**src/rtl/svpwm_gen.sv**
```systemverilog
// Three-phase centre-aligned SVPWM generator: min-max zero-sequence injection, valley-loaded compares.
// Optional dead-time insertion is enabled by defining SVPWM_DEADTIME_EN.

module svpwm_gen_phase #(
  parameter logic [15:0] PERIOD   = 16'd2500,
  parameter logic [7:0]  DEADTIME = 8'd0
) (
  input  logic        clk,
  input  logic        rst_n,
  input  logic        en_i,
  input  logic [15:0] cnt_i,
  input  logic [15:0] cmp_i,
  output logic [1:0]  gate_o
);
  logic       hit;
  logic [1:0] s_d, s_q, gate_d, gate_q;
  logic [7:0] dt_d, dt_q;

  assign hit    = (cmp_i >= PERIOD) || (cnt_i < cmp_i);
  assign s_d    = !en_i ? 2'b00 : (hit ? 2'b10 : 2'b01);
  // Any change of wanted state restarts the blanking window; both gates stay off until it expires.
  assign dt_d   = (s_d != s_q) ? 8'd0 : ((dt_q == DEADTIME) ? dt_q : dt_q + 8'd1);
  assign gate_d = (dt_d == DEADTIME) ? s_d : 2'b00;
  assign gate_o = gate_q;

  always_ff @(posedge clk or negedge rst_n) begin
    if (!rst_n) begin
      s_q    <= 2'b00;
      dt_q   <= 8'd0;
      gate_q <= 2'b00;
    end else begin
      s_q    <= s_d;
      dt_q   <= dt_d;
      gate_q <= gate_d;
    end
  end
endmodule

module svpwm_gen #(
  parameter logic [15:0] PERIOD   = 16'd2500,
  parameter logic [7:0]  DEADTIME = 8'd20
) (
  input  logic        clk,
  input  logic        rst_n,
  input  logic        enable,
  input  logic [63:0] s_axis,
  input  logic        s_axis_tvalid,
  output logic        s_axis_tready,
  output logic        pwm_ah,
  output logic        pwm_bh,
  output logic        pwm_ch,
  output logic        pwm_al,
  output logic        pwm_bl,
  output logic        pwm_cl,
  output logic        pwm_sync
);
  localparam int NUM_PH = 3;
  localparam int STAGES = 1;
`ifdef SVPWM_DEADTIME_EN
  localparam logic [7:0] DT_LEN = DEADTIME;
`else
  localparam logic [7:0] DT_LEN = DEADTIME & 8'h00;
`endif

  logic [15:0]              cnt_q, cnt_d;
  logic                     up_q, up_d;
  logic [STAGES:0]          vld_pipe;
  logic [NUM_PH-1:0][15:0]  v1_q, v2_q, cmp_s3, pend_q, cmp_q;
  logic signed [15:0]       vmax_d, vmin_d, vmax_q, vmin_q;
  logic signed [17:0]       vsum, voff;
  logic                     pend_vld_q, sync_q, acc, valley;
  logic [NUM_PH-1:0][1:0]   gate;
  logic                     unused_theta;

  assign unused_theta  = ^s_axis[63:48];
  assign s_axis_tready = ~(|vld_pipe | pend_vld_q);
  assign acc           = s_axis_tvalid & s_axis_tready & enable;
  assign valley        = enable & (cnt_q == 16'd0);

  always_comb begin
    cnt_d = cnt_q;
    up_d  = up_q;
    if (!enable) begin
      cnt_d = 16'd0;
      up_d  = 1'b1;
    end else if (up_q) begin
      cnt_d = cnt_q + 16'd1;
      up_d  = (cnt_d != PERIOD);
    end else begin
      cnt_d = cnt_q - 16'd1;
      up_d  = (cnt_d == 16'd0);
    end
  end

  always_comb begin
    vmax_d = $signed(v1_q[0]);
    vmin_d = $signed(v1_q[0]);
    for (int i = 1; i < NUM_PH; i++) begin
      if ($signed(v1_q[i]) > vmax_d) vmax_d = $signed(v1_q[i]);
      if ($signed(v1_q[i]) < vmin_d) vmin_d = $signed(v1_q[i]);
    end
  end

  // 18-bit sum so that negating -65536 cannot overflow before the halving.
  assign vsum = {{2{vmax_q[15]}}, vmax_q} + {{2{vmin_q[15]}}, vmin_q};
  assign voff = (-vsum) >>> 1;

  for (genvar g = 0; g < NUM_PH; g++) begin : g_lane
    logic signed [17:0] vp;
    logic [15:0]        sat, u;
    assign vp = $signed({{2{v2_q[g][15]}}, v2_q[g]}) + voff;
    always_comb begin
      if (vp > 18'sd32767)       sat = 16'h7fff;
      else if (vp < -18'sd32768) sat = 16'h8000;
      else                       sat = vp[15:0];
    end
    assign u         = {~sat[15], sat[14:0]};
    assign cmp_s3[g] = 16'((32'(u) * 32'(PERIOD)) >> 16);

    svpwm_gen_phase #(.PERIOD(PERIOD), .DEADTIME(DT_LEN)) u_phase (
      .clk    (clk),
      .rst_n  (rst_n),
      .en_i   (enable),
      .cnt_i  (cnt_q),
      .cmp_i  (cmp_q[g]),
      .gate_o (gate[g])
    );
  end

  always_ff @(posedge clk or negedge rst_n) begin
    if (!rst_n) begin
      cnt_q      <= 16'd0;
      up_q       <= 1'b1;
      vld_pipe   <= '0;
      v1_q       <= '0;
      v2_q       <= '0;
      vmax_q     <= '0;
      vmin_q     <= '0;
      pend_q     <= '0;
      pend_vld_q <= 1'b0;
      cmp_q      <= {NUM_PH{PERIOD >> 1}};
      sync_q     <= 1'b0;
    end else begin
      cnt_q    <= cnt_d;
      up_q     <= up_d;
      vld_pipe <= enable ? {vld_pipe[STAGES-1:0], acc} : '0;
      if (acc) v1_q <= s_axis[47:0];
      if (vld_pipe[0]) begin
        v2_q   <= v1_q;
        vmax_q <= vmax_d;
        vmin_q <= vmin_d;
      end
      if (vld_pipe[STAGES]) pend_q <= cmp_s3;
      // A result landing on the valley edge is held until the following valley.
      if (!enable)               pend_vld_q <= 1'b0;
      else if (vld_pipe[STAGES]) pend_vld_q <= 1'b1;
      else if (valley)           pend_vld_q <= 1'b0;
      if (valley && pend_vld_q) cmp_q <= pend_q;
      sync_q <= valley;
    end
  end

  assign {pwm_ah, pwm_al} = gate[0];
  assign {pwm_bh, pwm_bl} = gate[1];
  assign {pwm_ch, pwm_cl} = gate[2];
  assign pwm_sync         = sync_q;
endmodule
```
**config.mk**
```make
export PLATFORM = sky130hd
export DESIGN_NAME = svpwm_gen
export DESIGN_NICKNAME = d
export VERILOG_FILES = /design/src/rtl/svpwm_gen.sv
export SDC_FILE = /design/constraint.sdc
export NUM_CORES = 1
export LEC_CHECK = 0
export ABC_AREA = 1
export BUFFER_PORTS_ARGS = -buffer_cell sky130_fd_sc_hd__buf_2
export CORE_ASPECT_RATIO = 0.7
export CORE_UTILIZATION = 60
export DETAILED_ROUTE_END_ITERATION = 8
export GPL_ROUTABILITY_DRIVEN = 0
export GPL_TIMING_DRIVEN = 0
export HOLD_SLACK_MARGIN = 0.1
export PLACE_DENSITY = 0.77
export SLEW_MARGIN = 30
export SYNTH_ARGS = -nofsm -noshare
export SYNTH_HDL_FRONTEND = slang
export SYNTH_SLANG_ARGS = --single-unit
```
**constraint.sdc**
```tcl
create_clock -name clk -period 23.9 [get_ports clk]
set_input_delay 1.195 -clock clk [delete_from_list [all_inputs] [get_ports clk]]
set_output_delay 1.195 -clock clk [all_outputs]
set_load 0.05 [all_outputs]
```
* Yosys cells after proc, flatten, opt, wreduce, memory -nomap -nowiden
Index checks and enable logic that the tools add are counted.
** Storage, ports and cells
- Output and inout port bits :: 8
- Word-level logic and storage cells :: 116
- Flip-flop bits (word level) :: 257
- Input bits :: 68
** Cells by class
- Add/sub/neg operators :: 10
- Multiply operators :: 3
- Eq/ne operators :: 5
- Bitwise operators :: 8
- Reductions and logical operators :: 13
- Multiplexer cells :: 33
- $lt $le $gt $ge :: 16
** Operator list (count)
- $mux W16 :: 12
- $mul A16 B10 Y26 const B :: 3
- $add A16 B17 Y18 :: 3
- $gt A18 B16 Y1 const B :: 3
- $lt A18 B16 Y1 const B :: 3
- $logic_not A8 Y1 :: 6
- $lt A16 B12 Y1 :: 3
- $mux W8 :: 6
- $ge A12 B12 Y1 const B :: 3
- $gt A16 B16 Y1 :: 2
- $logic_not A16 Y1 :: 2
- $lt A16 B16 Y1 :: 2
- $add A8 B1 Y8 const B :: 3
- $mux W2 :: 10
- $neg A17 Y18 :: 1
- $add A16 B16 Y17 :: 1
- $add A16 B1 Y16 const B :: 1
- $ne A16 B12 Y1 const B :: 1
- $sub A16 B1 Y16 const B :: 1
- $ne A2 B2 Y1 :: 3
- $mux W1 :: 5
- $not A1 Y1 :: 4
- $and A1 B1 Y1 :: 3
- $logic_or A1 B1 Y1 :: 3
- 4 further kinds :: 4

* Depth between registers and ports, before layout
- Depth after elaboration :: 8
- Depth in mapped cells :: 53
- Gate-level depth less buffers :: 52

* Cells and area by module
Synthesis repeated with hierarchy kept, for this count alone.
** Unflattened totals
- Cells, all modules :: 3357
- Area total of the unflattened synthesis :: 25768.5 sq um
** Modules (own cells, without submodules)
- svpwm_gen :: area an instance 22397.7 sq um, cells each 2910, sequential area each 5550.3 sq um, instances 1
- svpwm_gen_phase :: area an instance 1123.6 sq um, cells each 149, sequential area each 300.3 sq um, instances 3

* Least setup slack after synthesis
Ideal clock, no wire load.
- Kind :: flip-flop to flip-flop
- Start point :: register vmax_q[1]
- End point :: register pend_q[8] in the netlist's numbering
- Setup time :: 0.066 ns
- Setup slack :: 15.764 ns
- Cell stages (with the launch flop) :: 47
- Buffers on the path :: 1
- Period minus slack after synthesis :: 8.136 ns
- Required time :: 23.834 ns
- Arrival time :: 8.070 ns
- Path through :: dfrtp_1 -> ha_1 -> inv_1 -> ha_1 -> inv_1 -> fa_1 -> inv_1 -> a31oi_1 -> o21ai_0 -> a21oi_1 -> o21ai_0 -> a21oi_1 -> o21ai_0 -> nand2_1 -> nand2_1 -> a21oi_1 -> xor2_1 -> inv_1 -> [... 11 more ...] -> ha_1 -> xnor2_1 -> ha_1 -> fa_1 -> ha_1 -> inv_1 -> fa_1 -> inv_1 -> ha_1 -> nand2_1 -> nor2_1 -> or3b_2 -> o21ai_2 -> nand3_1 -> nand3_1 -> xor2_1 -> nand2_1 -> nand2_1
** Between the ends
- Cells in the longest elaborated chain, start to end :: 8
- Elaborated cells on any way between the ends :: 9
- Classes of those cells :: add/sub (3); mul (1); order compare (2); mux (2); bitwise (1)
** RTL lines
- start, declared :: RTL line 69 : logic signed [15:0] vmax_d, vmin_d, vmax_q, vmin_q;
- start signal, assigned :: RTL line 150 : vmax_q <= vmax_d;
- $add A16 B16 Y17 (*) :: RTL line 105 : assign vsum = {{2{vmax_q[15]}}, vmax_q} + {{2{vmin_q[15]}}, vmin_q};
- $neg A17 Y18 (*) :: RTL line 106 : assign voff = (-vsum) >>> 1;
- $add A16 B17 Y18 (*) :: RTL line 111 : assign vp = $signed({{2{v2_q[g][15]}}, v2_q[g]}) + voff;
- $lt A18 B16 Y1 :: RTL line 114 : else if (vp < -18'sd32768) sat = 16'h8000;
- $mux W16 :: RTL line 114
- $mux W16 (*) :: RTL line 113 : if (vp > 18'sd32767) sat = 16'h7fff;
- $not A1 Y1 :: RTL line 117 : assign u = {~sat[15], sat[14:0]};
- $mul A16 B10 Y26 (*) :: RTL line 118 : assign cmp_s3[g] = 16'((32'(u) * 32'(PERIOD)) >> 16);
- end signal, assigned :: RTL line 153 : if (vld_pipe[STAGES]) pend_q <= cmp_s3;
- end, declared :: RTL line 68 : logic [NUM_PH-1:0][15:0] v1_q, v2_q, cmp_s3, pend_q, cmp_q;
Mark *: on every way between the ends. The rest lies on a longest branch, timed or not.
A chain may end at the register's enable or synchronous reset.

* Worst setup path after layout
Same ends and word-level chain as after synthesis.

==> metrics.txt <==
CP Data Arrival Time=10.57 ns; worst reg-to-reg setup slack=around 14 ns; Initial Util=a little over 60%; Reg-to-Reg Start=vmax_q[1]$_DFFE_PN0P_; Routed Antenna Nets=0; layout cells sized above 1=6.89%; Worst-Skew Late Latency=between 0.5 and 0.6 ns; die area=42500 µm²; DRC errors left=0; P&R area growth vs syn=7.99%; vias in the first global route=21.9k; Yosys reg bits=between 200 and 300; Cells after Synth=3230; Synth Warn #=0; Tmin final=10.08 ns; drt wl/cell=17.3 µm; hold path depth=2; CTS tree=done; clock slew at the register clock pins of the worst setup and hold paths=0.07 ns; mapped cell area=25000 µm²; Seq/Total Area, Yosys=between 20% and 30%; outcome=completed; HP Class=flop to flop; Core Region=41000 µm²; RR Endpoint=pend_q[8]$_DFFE_PN0P_; Max clock buf depth=3; crit path kind=flop to flop; Worst Min Path Start=pend_q[23]$_DFFE_PN0P_; Final TNS setup=0 ns; final setup vio count=0; Crit path top cell by count=nand2_1; Total Routing Usage GR=32.2%; Die Ht=173 µm; initial antenna violation count=0; clk root buf=clkbuf_16; number of fillers in the final layout=approximately 3.4k; NumNets Final=between 3k and 4k; Final Instance Area=27000 µm²; dpl ws=between 10 and 15 ns; Synth Area per Inst=roughly 7.7 µm²; routed vias/inst=between 5 and 6; DR pass1 iterations=9; worst slew pin tran=1.02 ns; CP max-delay cell=o21ai_0; Post-DP Area=26100 µm²; # rows=62; Yosys cell types=56; Ant. Diodes=0; Post-Route WL=67400 µm; Final Cycle Share=approximately 42%; Max Cap Viol=0; DP Wirelength=54800 µm; fmax=99.2 MHz; Worst R2R Path Depth=46; endpoints failing hold=0; Synth Net Count=3781; footprint of the multi-input gates=16300 µm²; Post-CTS Setup Inserts=0; DR vias=22.6k; Setup crit end kind=flop; clock skew=0.0186 ns; H-tree levels=1; CP peak stage delay=0.59 ns; number of flops mapped to enable cells by yosys=0; Critical Path RT=24.39 ns; FFs w/ async S/R, synth=100%; Max-slew headroom=31.3%; CTS Buf Count=27; clk sinks=257; crit path launch type=flop; largest net degree at the start of global routing=92; PnR worst setup slack=13.82 ns; CP max FO=10; Non-Filler Instances=~3.9k; FF/Latch Area=6450 µm²; RSZ-0062 raised after global routing=false; DR iter-0 viols=~2.6k; hold endpoint=pend_q[23]$_DFFE_PN0P_; port buffer count=59; cells resized by post-CTS repair=0; die width=246 µm; placed insts=3836; Post-CTS Hold Fix Bufs=0; first-pass GRT wire length=111000 µm; ys flop type=dfrtp_1; max-slew violation count=0; grt ovf=0; I/O pins=76
[flip-flops by register name, indices dropped and copies added (netlist names)]
signal	flops
v1_q	48
cnt_q	16
vld_pipe	2
pend_vld_q	1
vmax_q	16
vmin_q	16
up_q	1
g_lane.u_phase.dt_q	24
g_lane.u_phase.gate_o	6
cmp_q	36
g_lane.u_phase.s_q	6
pwm_sync	1
pend_q	36
v2_q	48
[per-stage QoR]
step	hold slack, ns	utilization (%)
final	0.480	65.7
after global routing	0.506	65.7
after detailed placement	0.466	63.5
after global placement	0.465	63.3
after floorplan	0.445	-
after CTS	0.484	65.7
[layout make-up]
cell class | count | area share, %
multi-input cells | 2373 | 60.3
flip-flops and latches | 257 | 23.9
inverters | 538 | 7.49
clock buffers | 40 | 2.98
well taps | 544 | 2.52
repair buffers | 62 | 1.44
plain buffers | 62 | 0.942
clock inverters | 8 | 0.455
[synth_stat cells, types with 5 or more instances]
cell type  count  area (µm²)
a21o_1        21         158
nand2_2       33         206
mux2_2        29         327
inv_1        525        1970
o21ai_2        7        61.3
inv_2         12        45.0
a211oi_1       5        37.5
a31oi_1       14        87.6
dfrtp_1      241        6030
nor3_1        42         210
fa_1          82        1640
nand3_1      118         591
o21a_1         5        37.5
o21bai_1      10        75.1
nand2_1      722        2710
dfstp_2       16         420
nor2_1       148         556
nand3b_1       7        52.6
ha_1         401        5020
o21ai_1       21         105
xor2_1        87         762
nor3b_1        6        45.0
buf_2          8        40.0
nor4_1        21         131
a21oi_1      205        1030
o21ai_0      239        1200
buf_1          8        30.0
xnor2_1       52         455
a21oi_2        5        43.8
o211ai_1      22         165
clkbuf_1      45         169
nand4_1       31         194
and3_1         5        31.3
[critical path, delay by kind of cell (launching register included)]
family	cells	cell delay (ns)
compound gates	9	2.31
xor+xnor	3	0.44
fa+ha+maj	10	3.65
buf+inv	8	0.88
flops	1	0.44
simple gates	16	2.27
[cell usage in the layout, fill, tap and decap left out, types with 21 or more instances in the layout]
master,n
o21ai_1,21
fa_1,82
mux2_2,29
dfrtp_1,241
a21o_1,21
nor4_1,21
xnor2_1,52
ha_1,401
clkbuf_16,27
xor2_1,87
o211ai_1,22
nand2_1,722
nand2_2,33
nand3_1,118
o21ai_0,239
nand4_1,31
nor2_1,148
buf_2,66
clkbuf_1,50
inv_1,525
nor3_1,42
a21oi_1,205
[worst max path at each step]
stage                           from                    end  slack, ns
2_1_floorplan  vmax_q[1]$_DFFE_PN0P_  pend_q[8]$_DFFE_PN0P_      15.76
3_3_place_gp   vmax_q[1]$_DFFE_PN0P_  pend_q[8]$_DFFE_PN0P_      14.42
3_5_place_dp   vmax_q[1]$_DFFE_PN0P_  pend_q[8]$_DFFE_PN0P_      14.18
4_1_cts        vmax_q[1]$_DFFE_PN0P_  pend_q[8]$_DFFE_PN0P_      14.10
5_1_grt        vmax_q[1]$_DFFE_PN0P_  pend_q[8]$_DFFE_PN0P_      13.23
6_report       vmax_q[1]$_DFFE_PN0P_  pend_q[8]$_DFFE_PN0P_      13.82
[kinds of logic (layout without fill, tap and decap cells)]
| kind of cell | Yosys count | in the layout | synth area share [%] |
|---|---|---|---|
| flops | 257 | 257 | 25.8 |
| xor+xnor | 139 | 139 | 4.87 |
| simple gates | 1149 | 1149 | 19.6 |
| mux | 29 | 29 | 1.31 |
| compound gates | 573 | 573 | 12.6 |
| fa+ha+maj | 483 | 483 | 26.7 |
| buf+inv | 600 | 710 | 9.10 |
[per-layer routing]
layer / up-vias / wire length (µm) / track usage, %
met2: 985 / 27300 / 46.7
met4: 0 / 1240 / 6.08
met3: 116 / 7850 / 9.56
met5: - / 0 / 0
met1: 10712 / 31000 / 47.5
li1: 10738 / - / -
Power is not shown: default switching activity piles up to over one toggle a cycle in this logic, so the estimate is an artifact.
